File: src/rtl/lc3b_branch_predictor_if.sv
// Fetch/MEM-side bundle for the LC-3b branch predictor: lookup, resolved-update
// and statistics signals. The master is the datapath; the slave is the predictor.
interface lc3b_branch_predictor_if #(
   parameter int WORD_W = 16,
   parameter int STAT_W = 16
);
   logic              lookup_valid;
   logic [WORD_W-1:0] lookup_pc;
   logic              hit;
   logic              predict_taken;
   logic [WORD_W-1:0] predict_target;
   logic              update_valid;
   logic [WORD_W-1:0] update_pc;
   logic              update_taken;
   logic [WORD_W-1:0] update_target;
   logic              update_mispredict;
   logic              invalidate_all;
   logic [STAT_W-1:0] lookup_count;
   logic [STAT_W-1:0] mispredict_count;

   modport master (
      output lookup_valid, lookup_pc, update_valid, update_pc, update_taken,
             update_target, update_mispredict, invalidate_all,
      input  hit, predict_taken, predict_target, lookup_count, mispredict_count
   );

   modport slave (
      input  lookup_valid, lookup_pc, update_valid, update_pc, update_taken,
             update_target, update_mispredict, invalidate_all,
      output hit, predict_taken, predict_target, lookup_count, mispredict_count
   );
endinterface

File: src/rtl/lc3b_branch_predictor.sv
// Direct-mapped BTB with saturating direction counters. Fetch reads it
// combinationally; MEM writes one resolved outcome per cycle.
module lc3b_branch_predictor #(
   parameter int ENTRIES  = 16,
   parameter int WORD_W   = 16,
   parameter int CTR_BITS = 2,
   parameter int STAT_W   = 16
) (
   input  logic                      clk,
   input  logic                      rst_n,
   lc3b_branch_predictor_if.slave    bp
);
   localparam int IDX   = $clog2(ENTRIES);
   localparam int TAG_W = WORD_W - IDX - 1;
   localparam logic [CTR_BITS-1:0] CTR_WEAK = CTR_BITS'(1) << (CTR_BITS - 1);
   localparam logic [CTR_BITS-1:0] CTR_MAX  = '1;

   logic [ENTRIES-1:0]  r_valid;
   logic [TAG_W-1:0]    r_tag    [ENTRIES];
   logic [WORD_W-1:0]   r_target [ENTRIES];
   logic [CTR_BITS-1:0] r_ctr    [ENTRIES];
   logic [STAT_W-1:0]   r_lookup_count;
   logic [STAT_W-1:0]   r_mispredict_count;

   logic [IDX-1:0]   w_lk_idx;
   logic [TAG_W-1:0] w_lk_tag;
   logic [IDX-1:0]   w_up_idx;
   logic [TAG_W-1:0] w_up_tag;
   logic             w_up_hit;

   assign w_lk_idx = bp.lookup_pc[IDX:1];
   assign w_lk_tag = bp.lookup_pc[WORD_W-1:IDX+1];
   assign w_up_idx = bp.update_pc[IDX:1];
   assign w_up_tag = bp.update_pc[WORD_W-1:IDX+1];
   assign w_up_hit = r_valid[w_up_idx] && (r_tag[w_up_idx] == w_up_tag);

   // Lookup sees only registered state, so a same-cycle update is not bypassed.
   always_comb begin
      // NOTE: every output gets a default first so no path through the block infers a latch.
      bp.hit            = 1'b0;
      bp.predict_taken  = 1'b0;
      bp.predict_target = bp.lookup_pc + WORD_W'(2);
      if (bp.lookup_valid && r_valid[w_lk_idx] && (r_tag[w_lk_idx] == w_lk_tag)) begin
         bp.hit = 1'b1;
         if (r_ctr[w_lk_idx][CTR_BITS-1]) begin
            bp.predict_taken  = 1'b1;
            bp.predict_target = r_target[w_lk_idx];
         end
      end
   end

   always_ff @(posedge clk or negedge rst_n) begin
      if (!rst_n) begin
         r_valid <= '0;
         // NOTE: the entry arrays are cleared on reset on purpose; this keeps them in flops rather than RAM.
         for (int i = 0; i < ENTRIES; i++) begin
            r_tag[i]    <= '0;
            r_target[i] <= '0;
            r_ctr[i]    <= '0;
         end
      end else if (bp.invalidate_all) begin
         r_valid <= '0;
      end else if (bp.update_valid) begin
         if (w_up_hit) begin
            if (bp.update_taken) begin
               // NOTE: non-blocking assignments for all state so every read sees the pre-edge value.
               if (r_ctr[w_up_idx] != CTR_MAX) r_ctr[w_up_idx] <= r_ctr[w_up_idx] + CTR_BITS'(1);
               r_target[w_up_idx] <= bp.update_target;
            end else if (r_ctr[w_up_idx] != '0) begin
               r_ctr[w_up_idx] <= r_ctr[w_up_idx] - CTR_BITS'(1);
            end
         end else if (bp.update_taken) begin
            r_valid[w_up_idx]  <= 1'b1;
            r_tag[w_up_idx]    <= w_up_tag;
            r_target[w_up_idx] <= bp.update_target;
            r_ctr[w_up_idx]    <= CTR_WEAK;
         end
      end
   end

   // Statistics saturate rather than wrap and ignore invalidate_all.
   always_ff @(posedge clk or negedge rst_n) begin
      if (!rst_n) begin
         r_lookup_count     <= '0;
         r_mispredict_count <= '0;
      end else begin
         if (bp.lookup_valid && (r_lookup_count != '1))
            r_lookup_count <= r_lookup_count + STAT_W'(1);
         if (bp.update_valid && bp.update_mispredict && (r_mispredict_count != '1))
            r_mispredict_count <= r_mispredict_count + STAT_W'(1);
      end
   end

   assign bp.lookup_count     = r_lookup_count;
   assign bp.mispredict_count = r_mispredict_count;
endmodule

File: src/flat_wrapper.sv
// flat-port wrapper written by rule: the top's interface ports become plain ports
module lc3b_branch_predictor_flat 
#(
   parameter int ENTRIES  = 16,
   parameter int WORD_W   = 16,
   parameter int CTR_BITS = 2,
   parameter int STAT_W   = 16
)
  (clk, rst_n, bp_lookup_valid, bp_lookup_pc, bp_update_valid, bp_update_pc, bp_update_taken, bp_update_target, bp_update_mispredict, bp_invalidate_all, bp_hit, bp_predict_taken, bp_predict_target, bp_lookup_count, bp_mispredict_count);
  lc3b_branch_predictor_if #(.WORD_W(WORD_W), .STAT_W(STAT_W)) bp_i ();
  input  logic clk;
  input  logic rst_n;
  input wire logic [$bits(bp_i.lookup_valid)-1:0] bp_lookup_valid;
  input wire logic [$bits(bp_i.lookup_pc)-1:0] bp_lookup_pc;
  input wire logic [$bits(bp_i.update_valid)-1:0] bp_update_valid;
  input wire logic [$bits(bp_i.update_pc)-1:0] bp_update_pc;
  input wire logic [$bits(bp_i.update_taken)-1:0] bp_update_taken;
  input wire logic [$bits(bp_i.update_target)-1:0] bp_update_target;
  input wire logic [$bits(bp_i.update_mispredict)-1:0] bp_update_mispredict;
  input wire logic [$bits(bp_i.invalidate_all)-1:0] bp_invalidate_all;
  output wire logic [$bits(bp_i.hit)-1:0] bp_hit;
  output wire logic [$bits(bp_i.predict_taken)-1:0] bp_predict_taken;
  output wire logic [$bits(bp_i.predict_target)-1:0] bp_predict_target;
  output wire logic [$bits(bp_i.lookup_count)-1:0] bp_lookup_count;
  output wire logic [$bits(bp_i.mispredict_count)-1:0] bp_mispredict_count;
  assign bp_i.lookup_valid = bp_lookup_valid;
  assign bp_i.lookup_pc = bp_lookup_pc;
  assign bp_i.update_valid = bp_update_valid;
  assign bp_i.update_pc = bp_update_pc;
  assign bp_i.update_taken = bp_update_taken;
  assign bp_i.update_target = bp_update_target;
  assign bp_i.update_mispredict = bp_update_mispredict;
  assign bp_i.invalidate_all = bp_invalidate_all;
  assign bp_hit = bp_i.hit;
  assign bp_predict_taken = bp_i.predict_taken;
  assign bp_predict_target = bp_i.predict_target;
  assign bp_lookup_count = bp_i.lookup_count;
  assign bp_mispredict_count = bp_i.mispredict_count;
  lc3b_branch_predictor #(.ENTRIES(ENTRIES), .WORD_W(WORD_W), .CTR_BITS(CTR_BITS), .STAT_W(STAT_W)) u_core (.clk(clk), .rst_n(rst_n), .bp(bp_i));
endmodule
File: config.mk
export PLATFORM = sky130hd
export DESIGN_NAME = lc3b_branch_predictor_flat
export DESIGN_NICKNAME = d
export VERILOG_FILES = /design/src/rtl/lc3b_branch_predictor_if.sv /design/src/rtl/lc3b_branch_predictor.sv /design/src/flat_wrapper.sv
export SDC_FILE = /design/constraint.sdc
export NUM_CORES = 1
export LEC_CHECK = 0
export CAP_MARGIN = 10
export CORE_AREA = 2 2 325 327
export DETAILED_ROUTE_END_ITERATION = 8
export DIE_AREA = 0 0 327 329
export PLACE_DENSITY = 0.41
export SLEW_MARGIN = 5
export SYNTH_ARGS = -nofsm -noshare
export SYNTH_HDL_FRONTEND = slang
export SYNTH_SLANG_ARGS = --single-unit
File: constraint.sdc
create_clock -name clk -period 4.1 [get_ports clk]
set_clock_uncertainty 0.05 [all_clocks]
set_input_delay 0.615 -clock clk [delete_from_list [all_inputs] [get_ports clk]]
set_output_delay 0.615 -clock clk [all_outputs]
set_load 0.02 [all_outputs]
* After elaboration in Yosys (flattened, before gate mapping)
Index checks and enable logic that the tools add are counted.
** Word-level totals
- Output and inout bits :: 50
- Logic and storage cells :: 139
- Input port bits :: 55
- Register bits :: 512
** Operators by class
- Bitwise logic cells :: 8
- Order comparisons :: 6
- Reductions and logical operators :: 17
- Add/subtract/negate cells :: 5
- Muxes and demuxes :: 45
- Equality and inequality tests :: 7
** Operator list (count)
- $bwmux W256 :: 1
- $bwmux W176 :: 1
- $mux W32 :: 5
- $mux W16 :: 9
- $bmux W11 S4 :: 2
- $bmux W16 S4 :: 1
- $bwmux W32 :: 2
- $demux W16 S4 :: 1
- $mux W11 :: 5
- $demux W11 S4 :: 1
- $add A16 B1 Y16 const B :: 2
- $ne A16 B16 Y1 const B :: 2
- $or A16 B16 Y16 :: 2
- $eq A11 B11 Y1 :: 2
- $add A16 B2 Y16 const B :: 1
- $and A16 B16 Y16 :: 1
- $bmux W2 S4 :: 2
- $not A16 Y16 :: 1
- $ge A5 B5 Y1 const B :: 2
- $lt A4 B5 Y1 const B :: 2
- $mux W2 :: 5
- $not A4 Y5 :: 2
- $reduce_bool A2 Y1 :: 5
- $bmux W1 S4 :: 2
- other kinds (14) :: 29

* Longest topological paths before layout
Gate-level depths: netlist of the first run.
- Depth in word-level cells :: 9
- Mapped depth :: 15
- Gate-level depth less buffers :: 9

* Least setup slack after synthesis of the first run
No wires, ideal clock.
- Kind :: input -> output
- Start point :: input bp_lookup_pc[1]
- End point :: output bp_predict_target[1]
- Stages on the path :: 12
- Data required time :: 3435 ps
- Path buffers :: 4
- Arrival time :: 4167 ps
- Slack :: -732 ps
- Cells stage by stage :: buf_2 > buf_2 > mux4_2 > a211oi_1 > a21oi_1 > xnor2_1 > nand4_1 > nor4_1 > and2_1 > buf_2 > buf_2 > mux2i_1
** Between the ends
- Word-level cells in the longest chain between the ends :: 7
- Elaborated cells on any way between the ends :: 18
- Those cells by class :: add/sub (1); eq/ne (1); mux (13); bitwise (1); reduce/logical (2)
** Ends and longest elaborated chain
- start, declared :: RTL line flat_wrapper.sv:14 : input wire logic [$bits(bp_i.lookup_pc)-1:0] bp_lookup_pc;
- $not A4 Y5 (implied by the code) :: RTL line lc3b_branch_predictor.sv:43, lc3b_branch_predictor.sv:45, lc3b_branch_predictor.sv:47
- $bmux W11 S4 :: RTL line lc3b_branch_predictor.sv:43 : if (bp.lookup_valid && r_valid[w_lk_idx] && (r_tag[w_lk_idx] == w_lk_tag)) begin
- $mux W11 (implied by the code) (2 in a row) :: RTL line lc3b_branch_predictor.sv:43
- $eq A11 B11 Y1 :: RTL line lc3b_branch_predictor.sv:43
- $logic_and A1 B1 Y1 :: RTL line lc3b_branch_predictor.sv:43
- $mux W16 (*) :: RTL line lc3b_branch_predictor.sv:43
- end, declared :: RTL line flat_wrapper.sv:23 : output wire logic [$bits(bp_i.predict_target)-1:0] bp_predict_target;
Mark *: on every way between the ends. The rest lies on a longest branch, timed or not. The select of a mux whose other input is x is not followed.

* Worst setup path after layout of the first run
- Start point :: register u_core.r_tag[128] (netlist name)
- End point :: output bp_predict_target[10]
** Between the ends
- Word-level cells in the longest chain between the ends :: 6
** Ends and longest elaborated chain
- start, declared :: RTL line lc3b_branch_predictor.sv:19 : logic [TAG_W-1:0] r_tag [ENTRIES];
- start signal, assigned by index :: RTL line lc3b_branch_predictor.sv:74 : r_tag[w_up_idx] <= w_up_tag;
- $bmux W11 S4 :: RTL line lc3b_branch_predictor.sv:43
- $mux W11 (implied by the code) (2 in a row) :: RTL line lc3b_branch_predictor.sv:43
- $eq A11 B11 Y1 :: RTL line lc3b_branch_predictor.sv:43
- $logic_and A1 B1 Y1 :: RTL line lc3b_branch_predictor.sv:43
- $mux W16 :: RTL line lc3b_branch_predictor.sv:43
No other way between the ends. The select of a mux whose other input is x is not followed.

==> impl_metrics.tcl, run 1 <==
set metrics [dict create \
    seq_area_um2 12800 \
    worst-r2r-setup-slack_ns 0.66 \
    seq_power_share_pct 43.4 \
    relSlewSlack_pct 36.7 \
    synth_edf_count 0 \
    cts_tree "yes" \
    use_met3_pct 2.98 \
    grt_pass1_vias 17700 \
    synthArstFlopShare_pct 100 \
    max_cap_viol_count 0 \
    worstMarginPinSlew_ns 0.949 \
    die-area_um2 108000 \
    stdcell_area_um2 32500 \
    arrival_ns 3.67 \
    ys_seq_area_share_pct 49.6 \
    finish.utilization_pct 31.1 \
    gp_congestion 0.806 \
    dr.first_iter.drc_count 819 \
    fin_crit_sh_pct 106 \
    antenna_found_initial 5 \
    synth_xor_area_share_pct 2.20 \
    synth_compound_area_share_pct 2.72 \
    power_frac_comb_pct 16.5 \
    final_cell_mix "512 x dfrtp_1, 454 x mux2_2, 178 x buf_4" \
    r2r_end "u_core.r_ctr[18]" \
    start_util_pct 24.8 \
    timing.fmax_ghz 0.231 \
    htree_levels 2 \
    vias_per_cell 4.78 \
    p_int_uw 10500 \
    hpwl_um 54600 \
    firstDrtPassIters 5 \
    p_sw_share_pct 26.4 \
    drive_above_1_share_pct 50.0 \
    final_max_slew_viol_count 0 \
    clock_latency_ns 0.66 \
    p_leak_uw 0.0144 \
    hold_path.class "reg -> reg" \
    run_status "complete, but fails checks" \
    syn_area_per_cell_um2 14.7 \
    path_clk_slew_ns 0.06 \
    multi_input_area_um2 12500 \
    worstHoldStart "u_core.r_ctr[24]" \
    rr_worst_depth 13 \
    n_fill_cell 10300 \
    switchingPower_uw 3750 \
    rsz0062_at_grt "true" \
    ir_drop_mv 0.417 \
    synthMuxAreaShare_pct 38.3 \
    fp-row-count 119 \
    die_w_um 327 \
    cp-end-kind "output pin" \
    setup_violations 16 \
    layout.nets 2070 \
    ys_ff_latch 512 \
    syn-num-nets 1819 \
    die_h_um 329 \
    io_buffers 103 \
    hold_violations 0 \
    grt_max_degree 96 \
    clockRootBuffer "clkbuf_16" \
    required_ns 3.43 \
    top_usage_layer "met2" \
    met2_usage_pct 25.6 \
    finalWorstSetupSlack_ns -0.237 \
    clockBufferDepth 3 \
    crit_fanout 5 \
    overflow 0 \
    ys_warn_count 0 \
    ant_nets 0 \
    synth_top_flop_cell "dfrtp_1" \
    path_class "reg -> out" \
    r2r-start "u_core.r_tag[106]" \
    drc 0 \
    min_to "u_core.r_ctr[24]" \
    clock_power_share_pct 40.1 \
    grt_pass1_wl_um 125000 \
    hold-path-cell-count 1 \
    synth-simple-area-share_pct 4.32 \
    clock_sinks 512 \
    place_area_um2 30200 \
    fin_crit_ns 4.34 \
    p_per_area_nw_per_um2 438 \
    via_count 16500 \
    area_growth_pct 25.8 \
    cts_buffers 61 \
    routed_wl_um 84500 \
    core-area_um2 104000 \
    violations "setup timing" \
    use_met1_pct 21.5 \
    syn_area_um2 25800 \
    startpoint_type "flop" \
    wl_per_cell_um 24.5 \
    synth.distinct_cells 55 \
    final_common_cell "dfrtp_1" \
    synth_top_family_by_area "multiplexers" \
    track_usage_pct 15.7 \
    synth_cells 1759 \
    io_pins 105 \
    yosys.area_share.adder_pct 0.242 \
]
==> registers in the layout, indices dropped and copies added, names as in the netlist <==
register and flops:
u_core.r_tag 176, u_core.r_ctr 32, u_core.r_valid 16, u_core.r_target 256
u_core.bp.lookup_count 16, u_core.bp.mispredict_count 16
==> power by group through the flow <==
stage / Sequential (µW) / Combinational [µW] / Clock, µW
finish: 6170 / 2350 / 5700
floorplan: 6150 / 1480 / 0
detailed placement: 6260 / 2350 / 0
global route: 6260 / 2550 / 6080
global placement: 6240 / 2310 / 0
CTS: 6170 / 2380 / 5900
==> per-stage QoR <==
stage	TNS [ns]	power [µW]	setup slack [ns]	instances	hold slack, ns
floorplan	0	7630	0.00513	1759	0.269
global placement	-19.73	8550	-0.738	3326	0.424
detailed placement	-18.31	8610	-0.766	3326	0.432
CTS	-5.71	14400	-0.394	3443	0.445
global route	-6.03	14900	-0.383	3449	0.458
finish	-3.57	14200	-0.237	3450	0.437
==> cells by family after synthesis <==
| logic type | count (synthesis) |
|---|---|
| adder cells (fa/ha/maj) | 5 |
| buffers and inverters | 153 |
| multiplexers | 709 |
| AND/OR/NAND/NOR | 216 |
| AO/OA/AOI/OAI | 99 |
| XOR/XNOR | 65 |
| flip-flops | 512 |
==> area by class of cell <==
| cell class | count | area share, % |
|---|---|---|
| tap | 1391 | 5.36 |
| clock buffer | 85 | 5.38 |
| inverter | 17 | 0.196 |
| clock inverter | 26 | 1.07 |
| multi-input combinational | 1094 | 38.5 |
| antenna | 1 | 0.00770 |
| timing repair buffer | 324 | 10.0 |
| sequential | 512 | 39.4 |
==> routing by layer <==
layer,wire (µm),vias up,part of all wire [%]
li1,-,7126,-
met5,59,-,0.070
met3,3740,133,4.4
met4,1990,8,2.4
met2,39700,342,47
met1,39000,8876,46
==> synth_stat cells, types with 4 or more instances <==
| master | instances | share of area, % |
|---|---|---|
| and3_1 | 13 | 0.31 |
| nand4_1 | 11 | 0.27 |
| nor2b_1 | 19 | 0.46 |
| mux2i_1 | 54 | 2.1 |
| nor3_1 | 11 | 0.21 |
| a21oi_1 | 21 | 0.41 |
| nor2_1 | 43 | 0.62 |
| mux2_1 | 10 | 0.44 |
| buf_2 | 35 | 0.68 |
| inv_1 | 15 | 0.22 |
| clkbuf_1 | 76 | 1.1 |
| xor2_1 | 19 | 0.64 |
| buf_1 | 17 | 0.25 |
| ha_1 | 5 | 0.24 |
| nand2b_1 | 12 | 0.29 |
| o21ai_0 | 14 | 0.27 |
| xnor2_1 | 46 | 1.6 |
| a22oi_1 | 14 | 0.41 |
| a21o_1 | 12 | 0.35 |
| o31ai_1 | 4 | 0.12 |
| and4_1 | 4 | 0.14 |
| nand3_1 | 33 | 0.64 |
| mux2_2 | 469 | 20 |
| o32ai_2 | 4 | 0.25 |
| mux4_2 | 176 | 15 |
| nor4_1 | 6 | 0.15 |
| a211oi_1 | 12 | 0.35 |
| dfrtp_1 | 512 | 50 |
| o22ai_1 | 7 | 0.17 |
| nand2_1 | 50 | 0.73 |
==> timing repair <==
| item | in CTS | in global routing |
|---|---|---|
| gates cloned | 2 | 0 |
| setup buffers | 3 | 7 |
| endpoints found under the hold margin | 14 | 0 |
| setup endpoints to repair | 17 | 17 |
| hold buffers | 1 | 0 |
| pin swaps | 6 | 12 |
| gates resized for setup | 123 | 10 |
==> worst max-delay path by stage <==
stage | depth (start not counted) | start | endpoint | slack [ns]
after CTS | 12 | u_core.r_tag[128] | bp_predict_target[14] | -0.39
after global routing | 11 | u_core.r_tag[128] | bp_predict_target[13] | -0.38
after floorplan | 12 | bp_lookup_pc[1] | bp_predict_target[10] | 0.005
final | 11 | u_core.r_tag[128] | bp_predict_target[10] | -0.24
after global placement | 13 | bp_lookup_pc[1] | bp_predict_target[11] | -0.74
after detailed placement | 11 | bp_lookup_pc[1] | bp_predict_target[12] | -0.77
==> critical path, stage by stage (launching register included) <==
cell	delay [ns]
dfrtp_1	0.40
mux4_2	0.46
nor2b_4	0.14
a211oi_2	0.21
a21oi_2	0.07
xnor2_2	0.25
nand3_2	0.17
nor4_4	0.37
and2_4	0.30
buf_12	0.18
mux2_4	0.32
buf_6	0.13
Power figures use the tool's default switching activity.
==> run 2: changes to the inputs <==
--- a/config.mk
+++ b/config.mk
@@ -7,8 +7,8 @@
 export LEC_CHECK = 0
 export CAP_MARGIN = 10
-export CORE_AREA = 2 2 325 327
+export CORE_AREA = 2 2 231 233
 export DETAILED_ROUTE_END_ITERATION = 8
-export DIE_AREA = 0 0 327 329
-export PLACE_DENSITY = 0.41
+export DIE_AREA = 0 0 233 235
+export PLACE_DENSITY = 0.7
 export SLEW_MARGIN = 5
 export SYNTH_ARGS = -nofsm -noshare
--- a/constraint.sdc
+++ b/constraint.sdc
@@ -3,3 +3,3 @@
 set_input_delay 0.615 -clock clk [delete_from_list [all_inputs] [get_ports clk]]
 set_output_delay 0.615 -clock clk [all_outputs]
-set_load 0.02 [all_outputs]
+set_load 0.005 [all_outputs]
==> run 2 against run 1 <==
Effect of this change: worst hold slack lost 0.45 ns; sequential power is essentially flat; largest cell class unchanged; sequential share of layout area grew 1.8 points; final cell count shrank 22%; combinational power shrank 8%; critical path type unchanged; register-to-register slack gained 0.06 ns; the run ends with hold timing, setup timing left.
==> impl_metrics.tcl, run 2 (same netlist as run 1, synthesis figures left out) <==
set metrics [dict create \
    run_status "complete, but fails checks" \
    violations "hold timing, setup timing" \
    cp-end-kind "output pin" \
    top_regs "u_core.r_target (256), u_core.r_tag (176), u_core.r_ctr (32)" \
    ir_drop_mv 0.429 \
    cts_buffers 57 \
    io_pins 105 \
    wl_per_cell_um 25.4 \
    hold-worst-slack_ns -0.0135 \
    wl_met1_um 28800 \
    area_growth_pct 20.2 \
    htree_levels 2 \
    hold_path.class "in -> async" \
    finalWorstSetupSlack_ns -0.363 \
    routed.top_layer "met5" \
    startpoint_type "flop" \
    slowest_delay_ns 0.46 \
    antenna_found_initial 1 \
    crit_chain "mux4_2 -> nor2b_1 -> a211oi_1 -> a21oi_1 -> xnor2_1 -> buf_4 -> nand3_4 -> nor4_4 -> buf_4 -> and2_4 -> buf_16 -> buf_12 -> buf_12 -> mux2_4 -> buf_6" \
    final_cell_mix "512 x dfrtp_1, 454 x mux2_2, 176 x mux4_2" \
    clockBufferDepth 3 \
    io_buffers 103 \
    clock_sinks 512 \
    final_max_slew_viol_count 0 \
    worstMarginPinSlew_ns 0.810 \
    rsz0062_at_grt "true" \
    path_class "reg -> out" \
    ant_nets 0 \
    clock_power_share_pct 38.6 \
    path_depth 15 \
    final_common_cell "dfrtp_1" \
    r2r-start "u_core.r_tag[53]" \
    hpwl_um 44000 \
    worst-r2r-setup-slack_ns 0.72 \
    required_ns 3.43 \
    start_util_pct 49.5 \
    clockRootBuffer "clkbuf_16" \
    rr_worst_depth 12 \
    power_frac_comb_pct 15.9 \
    fin_cells 2695 \
    wl_met2_um 33500 \
    switchingPower_uw 3460 \
    fin_crit_ns 4.46 \
    fin_crit_sh_pct 109 \
    relSlewSlack_pct 46.0 \
    arrival_ns 3.80 \
    antennaDiodeCount 0 \
    grt_pass1_wl_um 106000 \
    post-place-ws_ns -0.657 \
    vias_per_cell 6.07 \
    hold_violations 4 \
    drc 0 \
    die_w_um 233 \
    r2r_end "u_core.r_ctr[12]" \
    n_fill_cell 3965 \
    met3_length_um 3600 \
    overflow 0 \
    firstDrtPassIters 6 \
    core-area_um2 52200 \
    p_per_area_nw_per_um2 438 \
    via_count 16400 \
    seq_power_share_pct 45.4 \
    die_h_um 235 \
    largest_register_ffs 256 \
    timing.fmax_ghz 0.224 \
    crit_fanout 3 \
    p_sw_share_pct 25.4 \
    regMostFlops "u_core.r_target" \
    path_delay_family "simple AND/OR/NAND/NOR gates" \
    grt_max_degree 95 \
    dr.first_iter.drc_count 1176 \
    p_int_uw 10100 \
    p_leak_uw 0.0141 \
    max_cap_viol_count 0 \
    dp_cells 2565 \
    track_usage_pct 25.6 \
    critPathSlowestCell "mux4_2" \
    clock_latency_ns 0.64 \
    layout.nets 2023 \
    cts_tree "yes" \
    fp-row-count 84 \
    hold_buffers 0 \
    die-area_um2 54800 \
    routed_wl_um 68400 \
    setup_violations 16 \
    path_buf_inv 6 \
    grt_pass1_vias 17100 \
    path_clk_slew_ns 0.06 \
    drive_above_1_share_pct 48.4 \
    gp_congestion 0.856 \
]
-- run 2: cell count changes in the layout (fill, tap and decap cells not counted), moves of 2 or more --
cell,delta
buf_4,-43
buf_12,-9
nor2_1,+7
nor2_2,-7
clkbuf_8,+5
buf_8,+4
clkbuf_1,-4
clkbuf_16,-4
bufinv_16,-3
clkinvlp_4,-3
a21oi_1,+2
a21oi_2,-2
clkbuf_2,+2
nor2b_1,+2
-- run 2: area by class of cell --
type	count	area (µm²)	share of cell area [%]
Clock inverter	21	254	0.818
Tap cell	688	861	2.77
Sequential cell	512	12800	41.3
Inverter	17	63.8	0.205
Clock buffer	82	1690	5.44
Timing Repair Buffer	281	2880	9.26
Multi-Input combinational cell	1094	12500	40.2
-- run 2: per-stage QoR --
stage	area, µm²	setup TNS (ns)	util (%)	total power, µW
finish	31100	-4.39	59.4	13600
global route	31100	-6.10	59.4	14100
CTS	31000	-4.86	59.4	13700
detailed placement	28700	-13.93	54.9	8390
global placement	28700	-12.93	54.9	8280
floorplan	25900	0	-	7550
-- run 2: repair_timing --
item	CTS	global route
endpoints found under the setup margin	18	17
cloned	2	0
resized for setup	113	11
pin swaps	7	8
setup buffers	24	1
-- run 2: worst register-to-register path, cell delays in order, from the launching register on --
cell,delay (ns)
dfrtp_1,0.40
mux4_2,0.49
mux4_2,0.48
xnor2_1,0.19
buf_4,0.16
nand4bb_1,0.16
buf_4,0.18
nor3_2,0.10
buf_4,0.23
and2_1,0.20
o21ai_0,0.12
buf_4,0.17
mux2_1,0.30
-- run 2: power groups by stage --
| stage | combinational [µW] | sequential (µW) | clock [µW] |
|---|---|---|---|
| after global placement | 2080 | 6200 | 0 |
| after floorplan | 1460 | 6090 | 0 |
| final | 2170 | 6170 | 5250 |
| after CTS | 2180 | 6160 | 5340 |
| after global routing | 2340 | 6250 | 5540 |
| after detailed placement | 2140 | 6250 | 0 |
-- run 2: worst max path at each step --
stage,startpoint,end,slack [ns]
after floorplan,bp_lookup_pc[1],bp_predict_target[10],0.02
after global placement,bp_lookup_pc[1],bp_predict_target[8],-0.63
after detailed placement,bp_lookup_pc[1],bp_predict_target[15],-0.66
after CTS,u_core.r_tag[117],bp_predict_target[3],-0.39
after global routing,u_core.r_tag[117],bp_predict_target[6],-0.46
final,u_core.r_tag[117],bp_predict_target[6],-0.36
-- run 2: routing by layer --
metal	track usage (%)	vias up
met4	9.32	2
met1	35.0	8729
li1	-	7043
met5	0	-
met2	41.3	451
met3	4.27	137
